==> config.mk <==
export PLATFORM = sky130hd
export DESIGN_NAME = vga_sprite_engine_flat
export DESIGN_NICKNAME = d
export VERILOG_FILES = /design/src/rtl/vga_sprite_engine_pkg.sv /design/src/rtl/vga_sprite_engine_if.sv /design/src/rtl/vga_sprite_engine_timing.sv /design/src/rtl/vga_sprite_engine.sv /design/src/flat_wrapper.sv
export SDC_FILE = /design/constraint.sdc
export NUM_CORES = 2
export LEC_CHECK = 0
export ABC_AREA = 1
export BUFFER_PORTS_ARGS = -buffer_cell sky130_fd_sc_hd__buf_2
export CAP_MARGIN = 5
export CORE_AREA = 2 2 549 551
export CTS_CLUSTER_SIZE = 20
export DETAILED_ROUTE_END_ITERATION = 6
export DIE_AREA = 0 0 551 553
export GPL_ROUTABILITY_DRIVEN = 0
export PLACE_DENSITY = 0.47
export SETUP_SLACK_MARGIN = 0.4
export SLEW_MARGIN = 20
export SYNTH_ARGS = -nofsm -noshare
export SYNTH_HDL_FRONTEND = slang
export SYNTH_SLANG_ARGS = --single-unit
==> constraint.sdc <==
create_clock -name clk -period 39.6 [get_ports clk]
set_input_delay 3.96 -clock clk [delete_from_list [all_inputs] [get_ports clk]]
set_output_delay 3.96 -clock clk [all_outputs]
set_load 0.03 [all_outputs]
==> src/rtl/vga_sprite_engine_pkg.sv <==
// vga_pkg: shared constants and types for the VGA sprite engine.
//   - Default 640x480 timing constants.
//   - wr_sel_e: register select for CPU sprite writes.
//   - sprite_t: one sprite's position, attributes and bitmap.
//   - in_span(): 17-bit range test used for sprite hit detection.
package vga_pkg;

    localparam int H_DISPLAY_DEF = 640;
    localparam int H_FRONT_DEF   = 16;
    localparam int H_SYNC_DEF    = 96;
    localparam int H_BACK_DEF    = 48;
    localparam int V_DISPLAY_DEF = 480;
    localparam int V_FRONT_DEF   = 10;
    localparam int V_SYNC_DEF    = 2;
    localparam int V_BACK_DEF    = 33;

    // The sprite record is sized by these; the top checks its parameters against them.
    localparam int SPR_SIZE  = 16;
    localparam int SPR_RGB_W = 3;

    typedef enum logic [1:0] {
        SEL_X    = 2'd0,
        SEL_Y    = 2'd1,
        SEL_ATTR = 2'd2,
        SEL_ROW  = 2'd3
    } wr_sel_e;

    typedef struct packed {
        logic [15:0]                        x;
        logic [15:0]                        y;
        logic                               enable;
        logic [SPR_RGB_W-1:0]               colour;
        logic [SPR_SIZE-1:0][SPR_SIZE-1:0]  bitmap;  // [row][col], col 0 = leftmost
    } sprite_t;

    // pos in [origin, origin+size), evaluated in 17 bits so a sprite near
    // 65535 never wraps around to cover low coordinates.
    function automatic logic in_span(input logic [15:0] pos,
                                     input logic [15:0] origin,
                                     input int          size);
        logic [16:0] p;
        logic [16:0] lo;
        logic [16:0] hi;
        p  = {1'b0, pos};
        lo = {1'b0, origin};
        hi = lo + 17'(size);
        return (p >= lo) && (p < hi);
    endfunction

endpackage

==> src/rtl/vga_sprite_engine_if.sv <==
// CPU-side bus of the sprite engine: sprite register writes plus the
// vblank interrupt / acknowledge pair.
//   master: CPU (drives wr_*, ack; observes interrupt, overrun)
//   slave : engine (observes wr_*, ack; drives interrupt, overrun)
interface vga_sprite_engine_if #(
    parameter int NUM_SPRITES = 4,
    parameter int SPRITE_SIZE = 16
);
    import vga_pkg::*;

    localparam int SPR_W = (NUM_SPRITES > 1) ? $clog2(NUM_SPRITES) : 1;
    localparam int ROW_W = (SPRITE_SIZE > 1) ? $clog2(SPRITE_SIZE) : 1;

    logic             wr_en;
    logic [SPR_W-1:0] wr_sprite;
    wr_sel_e          wr_sel;
    logic [ROW_W-1:0] wr_row;
    logic [15:0]      wr_data;
    logic             ack;
    logic             interrupt;
    logic             overrun;

    modport master (
        output wr_en, wr_sprite, wr_sel, wr_row, wr_data, ack,
        input  interrupt, overrun
    );

    modport slave (
        input  wr_en, wr_sprite, wr_sel, wr_row, wr_data, ack,
        output interrupt, overrun
    );

endinterface

==> src/rtl/vga_sprite_engine_timing.sv <==
// vga_timing: pixel-rate divider and raster counters.
//   clk, rst      : system clock, synchronous active-high reset
//   pix_en        : one clk-wide strobe per pixel
//   h_count/v_count: current raster position
//   visible       : position lies in the displayed area
//   hs_pulse/vs_pulse: position lies inside the sync pulse (polarity-free)
//   vblank_start  : pixel strobe on which v_count moves into the first blank line
module vga_timing #(
    parameter int H_DISPLAY = 640,
    parameter int H_FRONT   = 16,
    parameter int H_SYNC    = 96,
    parameter int H_BACK    = 48,
    parameter int V_DISPLAY = 480,
    parameter int V_FRONT   = 10,
    parameter int V_SYNC    = 2,
    parameter int V_BACK    = 33,
    parameter int CLK_DIV   = 2
) (
    input  logic        clk,
    input  logic        rst,
    output logic        pix_en,
    output logic [15:0] h_count,
    output logic [15:0] v_count,
    output logic        visible,
    output logic        hs_pulse,
    output logic        vs_pulse,
    output logic        vblank_start
);

    localparam int H_TOTAL = H_DISPLAY + H_FRONT + H_SYNC + H_BACK;
    localparam int V_TOTAL = V_DISPLAY + V_FRONT + V_SYNC + V_BACK;

    logic h_end;
    logic v_end;

    generate
        if (CLK_DIV == 1) begin : g_nodiv
            assign pix_en = 1'b1;
        end else begin : g_div
            localparam int DW = $clog2(CLK_DIV);
            logic [DW-1:0] div_cnt;

            always_ff @(posedge clk) begin
                if (rst) begin
                    div_cnt <= '0;
                end else if (div_cnt == DW'(CLK_DIV - 1)) begin
                    div_cnt <= '0;
                end else begin
                    div_cnt <= div_cnt + 1'b1;
                end
            end

            assign pix_en = (div_cnt == DW'(CLK_DIV - 1));
        end
    endgenerate

    assign h_end = (h_count == 16'(H_TOTAL - 1));
    assign v_end = (v_count == 16'(V_TOTAL - 1));

    always_ff @(posedge clk) begin
        if (rst) begin
            h_count <= '0;
            v_count <= '0;
        end else if (pix_en) begin
            if (h_end) begin
                h_count <= '0;
                v_count <= v_end ? 16'd0 : v_count + 16'd1;
            end else begin
                h_count <= h_count + 16'd1;
            end
        end
    end

    assign visible  = (h_count < 16'(H_DISPLAY)) && (v_count < 16'(V_DISPLAY));
    assign hs_pulse = (h_count >= 16'(H_DISPLAY + H_FRONT)) &&
                      (h_count <  16'(H_DISPLAY + H_FRONT + H_SYNC));
    assign vs_pulse = (v_count >= 16'(V_DISPLAY + V_FRONT)) &&
                      (v_count <  16'(V_DISPLAY + V_FRONT + V_SYNC));

    // The line wrap that carries v_count from the last visible line into blanking.
    assign vblank_start = pix_en && h_end && (v_count == 16'(V_DISPLAY - 1));

endmodule

==> src/rtl/vga_sprite_engine.sv <==
// vga_sprite_engine: VGA timing plus an N-sprite renderer with CPU-written,
// double-buffered sprite registers and a vblank interrupt.
//   clk, rst         : system clock, synchronous active-high reset
//   bus (slave)      : wr_en/wr_sprite/wr_sel/wr_row/wr_data sprite writes,
//                      ack in, interrupt/overrun out
//   hsync, vsync, de : registered sync and display-enable, one pixel behind h/v_count
//   rgb              : registered pixel colour
//   h_count, v_count : current raster position
module vga_sprite_engine
    import vga_pkg::*;
#(
    parameter int   H_DISPLAY   = H_DISPLAY_DEF,
    parameter int   H_FRONT     = H_FRONT_DEF,
    parameter int   H_SYNC      = H_SYNC_DEF,
    parameter int   H_BACK      = H_BACK_DEF,
    parameter int   V_DISPLAY   = V_DISPLAY_DEF,
    parameter int   V_FRONT     = V_FRONT_DEF,
    parameter int   V_SYNC      = V_SYNC_DEF,
    parameter int   V_BACK      = V_BACK_DEF,
    parameter int   CLK_DIV     = 2,
    parameter int   NUM_SPRITES = 4,
    parameter int   SPRITE_SIZE = SPR_SIZE,
    parameter int   RGB_W       = SPR_RGB_W,
    parameter logic [RGB_W-1:0] BG_COLOR = 3'b010,
    parameter logic SYNC_ACTIVE = 1'b1
) (
    input  logic               clk,
    input  logic               rst,
    vga_sprite_engine_if.slave bus,
    output logic               hsync,
    output logic               vsync,
    output logic               de,
    output logic [RGB_W-1:0]   rgb,
    output logic [15:0]        h_count,
    output logic [15:0]        v_count
);

    localparam int ROW_W = (SPRITE_SIZE > 1) ? $clog2(SPRITE_SIZE) : 1;

    generate
        if (SPRITE_SIZE != SPR_SIZE || RGB_W != SPR_RGB_W) begin : g_bad_cfg
            $error("SPRITE_SIZE/RGB_W must match the sprite_t layout in vga_pkg");
        end
    endgenerate

    logic pix_en;
    logic visible;
    logic hs_pulse;
    logic vs_pulse;
    logic vblank_start;

    vga_timing #(
        .H_DISPLAY (H_DISPLAY),
        .H_FRONT   (H_FRONT),
        .H_SYNC    (H_SYNC),
        .H_BACK    (H_BACK),
        .V_DISPLAY (V_DISPLAY),
        .V_FRONT   (V_FRONT),
        .V_SYNC    (V_SYNC),
        .V_BACK    (V_BACK),
        .CLK_DIV   (CLK_DIV)
    ) u_timing (
        .clk          (clk),
        .rst          (rst),
        .pix_en       (pix_en),
        .h_count      (h_count),
        .v_count      (v_count),
        .visible      (visible),
        .hs_pulse     (hs_pulse),
        .vs_pulse     (vs_pulse),
        .vblank_start (vblank_start)
    );

    sprite_t shadow [NUM_SPRITES];
    sprite_t active [NUM_SPRITES];

    // CPU writes always land in the shadow bank. The active bank is reloaded
    // from the pre-write shadow on vblank_start, so a write in that very cycle
    // waits for the following frame's commit.
    always_ff @(posedge clk) begin
        if (rst) begin
            for (int i = 0; i < NUM_SPRITES; i++) begin
                shadow[i] <= '0;
                active[i] <= '0;
            end
        end else begin
            if (vblank_start) begin
                for (int i = 0; i < NUM_SPRITES; i++) begin
                    active[i] <= shadow[i];
                end
            end
            if (bus.wr_en && (int'(bus.wr_sprite) < NUM_SPRITES)) begin
                case (bus.wr_sel)
                    SEL_X:    shadow[bus.wr_sprite].x <= bus.wr_data;
                    SEL_Y:    shadow[bus.wr_sprite].y <= bus.wr_data;
                    SEL_ATTR: begin
                        shadow[bus.wr_sprite].enable <= bus.wr_data[15];
                        shadow[bus.wr_sprite].colour <= bus.wr_data[RGB_W-1:0];
                    end
                    SEL_ROW:  shadow[bus.wr_sprite].bitmap[bus.wr_row] <=
                                  bus.wr_data[SPRITE_SIZE-1:0];
                endcase
            end
        end
    end

    logic [NUM_SPRITES-1:0] hit;
    logic [RGB_W-1:0]       pix_color_p0;

    // Scan from the highest index down so the lowest-index hit is the last
    // assignment and therefore wins.
    always_comb begin
        hit          = '0;
        pix_color_p0 = BG_COLOR;
        for (int i = NUM_SPRITES - 1; i >= 0; i--) begin
            hit[i] = active[i].enable &&
                     in_span(h_count, active[i].x, SPRITE_SIZE) &&
                     in_span(v_count, active[i].y, SPRITE_SIZE) &&
                     active[i].bitmap[ROW_W'(v_count - active[i].y)]
                                     [ROW_W'(h_count - active[i].x)];
            if (hit[i]) begin
                pix_color_p0 = active[i].colour;
            end
        end
    end

    // ---- output register stage: one pixel behind h_count/v_count ----
    always_ff @(posedge clk) begin
        if (rst) begin
            hsync <= ~SYNC_ACTIVE;
            vsync <= ~SYNC_ACTIVE;
            de    <= 1'b0;
            rgb   <= '0;
        end else if (pix_en) begin
            hsync <= hs_pulse ? SYNC_ACTIVE : ~SYNC_ACTIVE;
            vsync <= vs_pulse ? SYNC_ACTIVE : ~SYNC_ACTIVE;
            de    <= visible;
            rgb   <= visible ? pix_color_p0 : '0;
        end
    end

    // A new vblank beats a coincident ack; overrun records a vblank that
    // arrived while the previous one was still unacknowledged.
    always_ff @(posedge clk) begin
        if (rst) begin
            bus.interrupt <= 1'b0;
            bus.overrun   <= 1'b0;
        end else if (vblank_start) begin
            bus.interrupt <= 1'b1;
            if (bus.interrupt) begin
                bus.overrun <= 1'b1;
            end
        end else if (bus.ack && bus.interrupt) begin
            bus.interrupt <= 1'b0;
            bus.overrun   <= 1'b0;
        end
    end

endmodule

==> src/flat_wrapper.sv <==
// flat-port wrapper written by rule: the top's interface ports become plain ports
module vga_sprite_engine_flat import vga_pkg::*;
#(
    parameter int   H_DISPLAY   = H_DISPLAY_DEF,
    parameter int   H_FRONT     = H_FRONT_DEF,
    parameter int   H_SYNC      = H_SYNC_DEF,
    parameter int   H_BACK      = H_BACK_DEF,
    parameter int   V_DISPLAY   = V_DISPLAY_DEF,
    parameter int   V_FRONT     = V_FRONT_DEF,
    parameter int   V_SYNC      = V_SYNC_DEF,
    parameter int   V_BACK      = V_BACK_DEF,
    parameter int   CLK_DIV     = 2,
    parameter int   NUM_SPRITES = 4,
    parameter int   SPRITE_SIZE = SPR_SIZE,
    parameter int   RGB_W       = SPR_RGB_W,
    parameter logic [RGB_W-1:0] BG_COLOR = 3'b010,
    parameter logic SYNC_ACTIVE = 1'b1
)
  (clk, rst, hsync, vsync, de, rgb, h_count, v_count, bus_wr_en, bus_wr_sprite, bus_wr_sel, bus_wr_row, bus_wr_data, bus_ack, bus_interrupt, bus_overrun);
  vga_sprite_engine_if #(.NUM_SPRITES(NUM_SPRITES), .SPRITE_SIZE(SPRITE_SIZE)) bus_i ();
  input  logic clk;
  input  logic rst;
  output logic hsync;
  output logic vsync;
  output logic de;
  output logic [RGB_W-1:0] rgb;
  output logic [15:0] h_count;
  output logic [15:0] v_count;
  input wire logic [$bits(bus_i.wr_en)-1:0] bus_wr_en;
  input wire logic [$bits(bus_i.wr_sprite)-1:0] bus_wr_sprite;
  input wire logic [$bits(bus_i.wr_sel)-1:0] bus_wr_sel;
  input wire logic [$bits(bus_i.wr_row)-1:0] bus_wr_row;
  input wire logic [$bits(bus_i.wr_data)-1:0] bus_wr_data;
  input wire logic [$bits(bus_i.ack)-1:0] bus_ack;
  output wire logic [$bits(bus_i.interrupt)-1:0] bus_interrupt;
  output wire logic [$bits(bus_i.overrun)-1:0] bus_overrun;
  assign bus_i.wr_en = bus_wr_en;
  assign bus_i.wr_sprite = bus_wr_sprite;
  assign bus_i.wr_sel = bus_wr_sel;
  assign bus_i.wr_row = bus_wr_row;
  assign bus_i.wr_data = bus_wr_data;
  assign bus_i.ack = bus_ack;
  assign bus_interrupt = bus_i.interrupt;
  assign bus_overrun = bus_i.overrun;
  vga_sprite_engine #(.H_DISPLAY(H_DISPLAY), .H_FRONT(H_FRONT), .H_SYNC(H_SYNC), .H_BACK(H_BACK), .V_DISPLAY(V_DISPLAY), .V_FRONT(V_FRONT), .V_SYNC(V_SYNC), .V_BACK(V_BACK), .CLK_DIV(CLK_DIV), .NUM_SPRITES(NUM_SPRITES), .SPRITE_SIZE(SPRITE_SIZE), .RGB_W(RGB_W), .BG_COLOR(BG_COLOR), .SYNC_ACTIVE(SYNC_ACTIVE)) u_core (.clk(clk), .rst(rst), .bus(bus_i), .hsync(hsync), .vsync(vsync), .de(de), .rgb(rgb), .h_count(h_count), .v_count(v_count));
endmodule
==> metrics.csv <==
stage,metric,value,unit
status,outcome,"finished, final reports clean",
clocking,path_clk_slew,60,ps
clocking,cts-root-buf,clkbuf_16,
timing,setup_viol,0,
synth,yosys_warnings,0,
die,die_y,553,um
flow_run,maxCapViolations,0,
synth,synth_most_common_cell,edfxtp_1,
synth,avgSynthCellArea,10.6,um2
finish,nets,10100,
route,avgViaCountPerCell,4.85,
synth,yosys.area.top_type_share,67.5,%
place,place_area,0.109,mm2
worst_setup_path,path_cells,buf_2 -> inv_4 -> nand2_4 -> buf_4 -> buf_4 -> buf_4 -> buf_4 -> buf_4 -> nor2_1,
timing,holdWs,482,ps
timing,period_needed,9480,ps
route,drtIter0Drc,6083,
finish,area_delta_synth_final,12.3,%
synth,ys_seq_elements,2377,
synth,synth-main-ff-cell,edfxtp_1,
place,dp_hpwl,186,mm
global_routing,grt_pass1_vias,65900,
synth,yosysTopAreaCell,edfxtp_1,
die,boundaryPins,68,
worst_setup_path,critPathKind,in -> reg,
synth,netlist_top_cells_count,"2,336 x edfxtp_1, 2,228 x nor2_1, 1,497 x inv_1",
worst_setup_path,worst_ep_arrival_time,10040,ps
synth,synth_area,0.104,mm2
worst_setup_path,critPathLaunchType,input port,
synth,ys_types,43,
route,wl,307,mm
finish,final_area,0.117,mm2
worst_setup_path,critPathTopFamily,buffers and inverters,
clocking,clk_latency,860,ps
route,dr_total_vias,67700,
timing,clock_skew,59.1,ps
clocking,numCtsBuffers,273,
clocking,cts_resized,0,
worst_setup_path,cp_slowest_cell,buf_4,
die,rows,201,
synth,synth_area_leaders,"edfxtp_1 67%, nor2_1 8.0%, inv_1 5.4%",
synth,yosysSeqAreaShare,68.2,%
clocking,clock-sinks,2377,
synth,syn_nets,10100,
timing,rsz0062_at_grt,no,
timing,setup_ws,30120,ps
global_routing,grt_max_degree,185,
die,core,0.299,mm2
route,drc,0,
global_routing,grt-ovfl-total,0,
clocking,cts_hold_buf,0,
worst_setup_path,crit_top_cell,buf_4,
finish,layoutNonFillerInstCount,14000,
route,ant_nets,0,
worst_setup_path,cp_max_fo,87,
place,portBuffers,67,
global_routing,antenna_found_initial,16,
die,floorplan.initialDensity,34.8,%
route,drtPass1Iterations,7,
worst_setup_path,critical_path_buf_inv_count,7,
timing,maxSlewViolCount,0,
timing,hold_viol,0,
clocking,tritoncts,yes,
timing,min_period_over_period,23.9,%
synth,synthArstFlopShare,0,%
synth,synth_edf_count,2336,
timing,tightest_slew,1160,ps
synth,syn_inst,9813,
worst_hold_path,hp-class,reg -> reg,
die,fp.dieW,551,um
timing,max_freq,0.105,GHz
clocking,clk_path_buf_depth,4,
place,dp_slack,29190,ps
timing,slew_headroom,22.2,%
worst_setup_path,end_kind,flip-flop,
power_and_ir_drop,power,5.74,mW
power_and_ir_drop,peakVddDrop,0.0000317,V
worst_setup_path,cp.required,40160,ps
die,dieArea,0.305,mm2
clocking,post-cts-setup-buffers,0,
global_routing,grtUsageTotal,19.9,%
global_routing,grt_pass1_wl,447,mm
finish,drive_gt1_share,6.33,%
power_and_ir_drop,leakagePower,47.7,nW
power_and_ir_drop,cellPowerDensity,49.1,mW/mm2
timing,tns,0,ps
route,wire_per_inst,22.0,um
worst_setup_path,slowest_delay,880,ps
finish,fin_util,39.1,%
clocking,htree_levels,5,
place,dp.cells,13500,
[cells in the final DEF, fill, tap and decap left out, types with 5 or more instances in the layout]
master      netlist  final
a21oi_1         150    148
a31oi_1           8      8
buf_2           184     67
buf_4             5    132
bufinv_16         0      8
clkbuf_1        276     72
clkbuf_16         0    280
clkinv_1          1     56
clkinv_2          0     35
clkinv_8          0      5
clkinvlp_4        0      7
dfxtp_1          41     41
diode_2           0      6
edfxtp_1       2336   2336
ha_1            237    233
inv_1          1497   1493
inv_2             6      6
inv_6             0     11
nand2_1        1382   1365
nand2_4           0     17
nand3_1        1074   1074
nand3b_1         21     21
nand4_1          48     48
nor2_1         2228   2214
nor2_2            2      8
nor2_4            0      8
nor3_1           61     61
nor4_1           10      9
o211ai_1          9      9
o21ai_0          72     72
xnor2_1          16     11
xnor2_2           4      8
xor2_1           78     76
[area by class of cell]
class,instances,area [um2]
tap,3958,4950
multi-input combinational,5444,25700
timing repair buffer,202,1370
antenna,6,15.0
inverter,1504,5660
fill,29000,182000
clock buffer,354,7300
clock inverter,126,913
sequential,2377,71000
[flip-flops by register name (all words and copies together), names as in the netlist]
| name | flops |
|---|---|
| u_core.u_timing.h_count | 16 |
| u_core.bus.overrun | 1 |
| u_core.rgb | 3 |
| u_core.u_timing.v_count | 16 |
| u_core.hsync | 1 |
| u_core.de | 1 |
| u_core.shadow | 1168 |
| u_core.u_timing.pix_en | 1 |
| u_core.active | 1168 |
| u_core.bus.interrupt | 1 |
| u_core.vsync | 1 |
[where the power goes]
part	switching (mW)	internal, mW
clock network	1.02	1.36
logic	0.324	0.0901
registers	0.0422	2.91
total	1.38	4.35
[tightest hold or removal path: stages, from the launching register on]
cell,delay [ps]
dfxtp_1,310
nand3_1,80
nand2_1,50
[worst paths after layout]
check / from / to / slack [ps] / depth (start not counted)
max: rst / u_core.active[1][160]$_SDFFCE_PN0P_ / 30120 / 9
min: u_core.bus.overrun$_SDFFE_PP0P_ / u_core.bus.overrun$_SDFFE_PP0P_ / 480 / 2
max reg2reg: u_core.u_timing.h_count[0]$_SDFFE_PP0P_ / u_core.active[2][29]$_SDFFCE_PN0P_ / 32260 / 11
min reg2reg: u_core.bus.overrun$_SDFFE_PP0P_ / u_core.bus.overrun$_SDFFE_PP0P_ / 480 / 2
[metal layers]
| metal | vias up | track usage (%) | wire length (um) |
|---|---|---|---|
| met1 | 33600 | 27.4 | 137000 |
| met2 | 1711 | 32.9 | 146000 |
| li1 | 32000 | - | - |
| met4 | 4 | 5.32 | 8570 |
| met3 | 436 | 2.57 | 15600 |
| met5 | - | 0 | 28 |
[logic make-up (layout without fill, tap and decap cells)]
logic type | Yosys count | after routing | share of synthesized area (%)
adders and majority gates | 245 | 245 | 3.01
buffers and inverters | 1992 | 2186 | 7.43
other | 0 | 6 | 0
AOI/OAI and AO/OA | 262 | 262 | 1.35
and+or+nand+nor | 4837 | 4837 | 19.1
DFF | 2377 | 2377 | 68.2
xor gates and xnor gates | 100 | 100 | 0.886
Power figures use the tool's default switching activity.
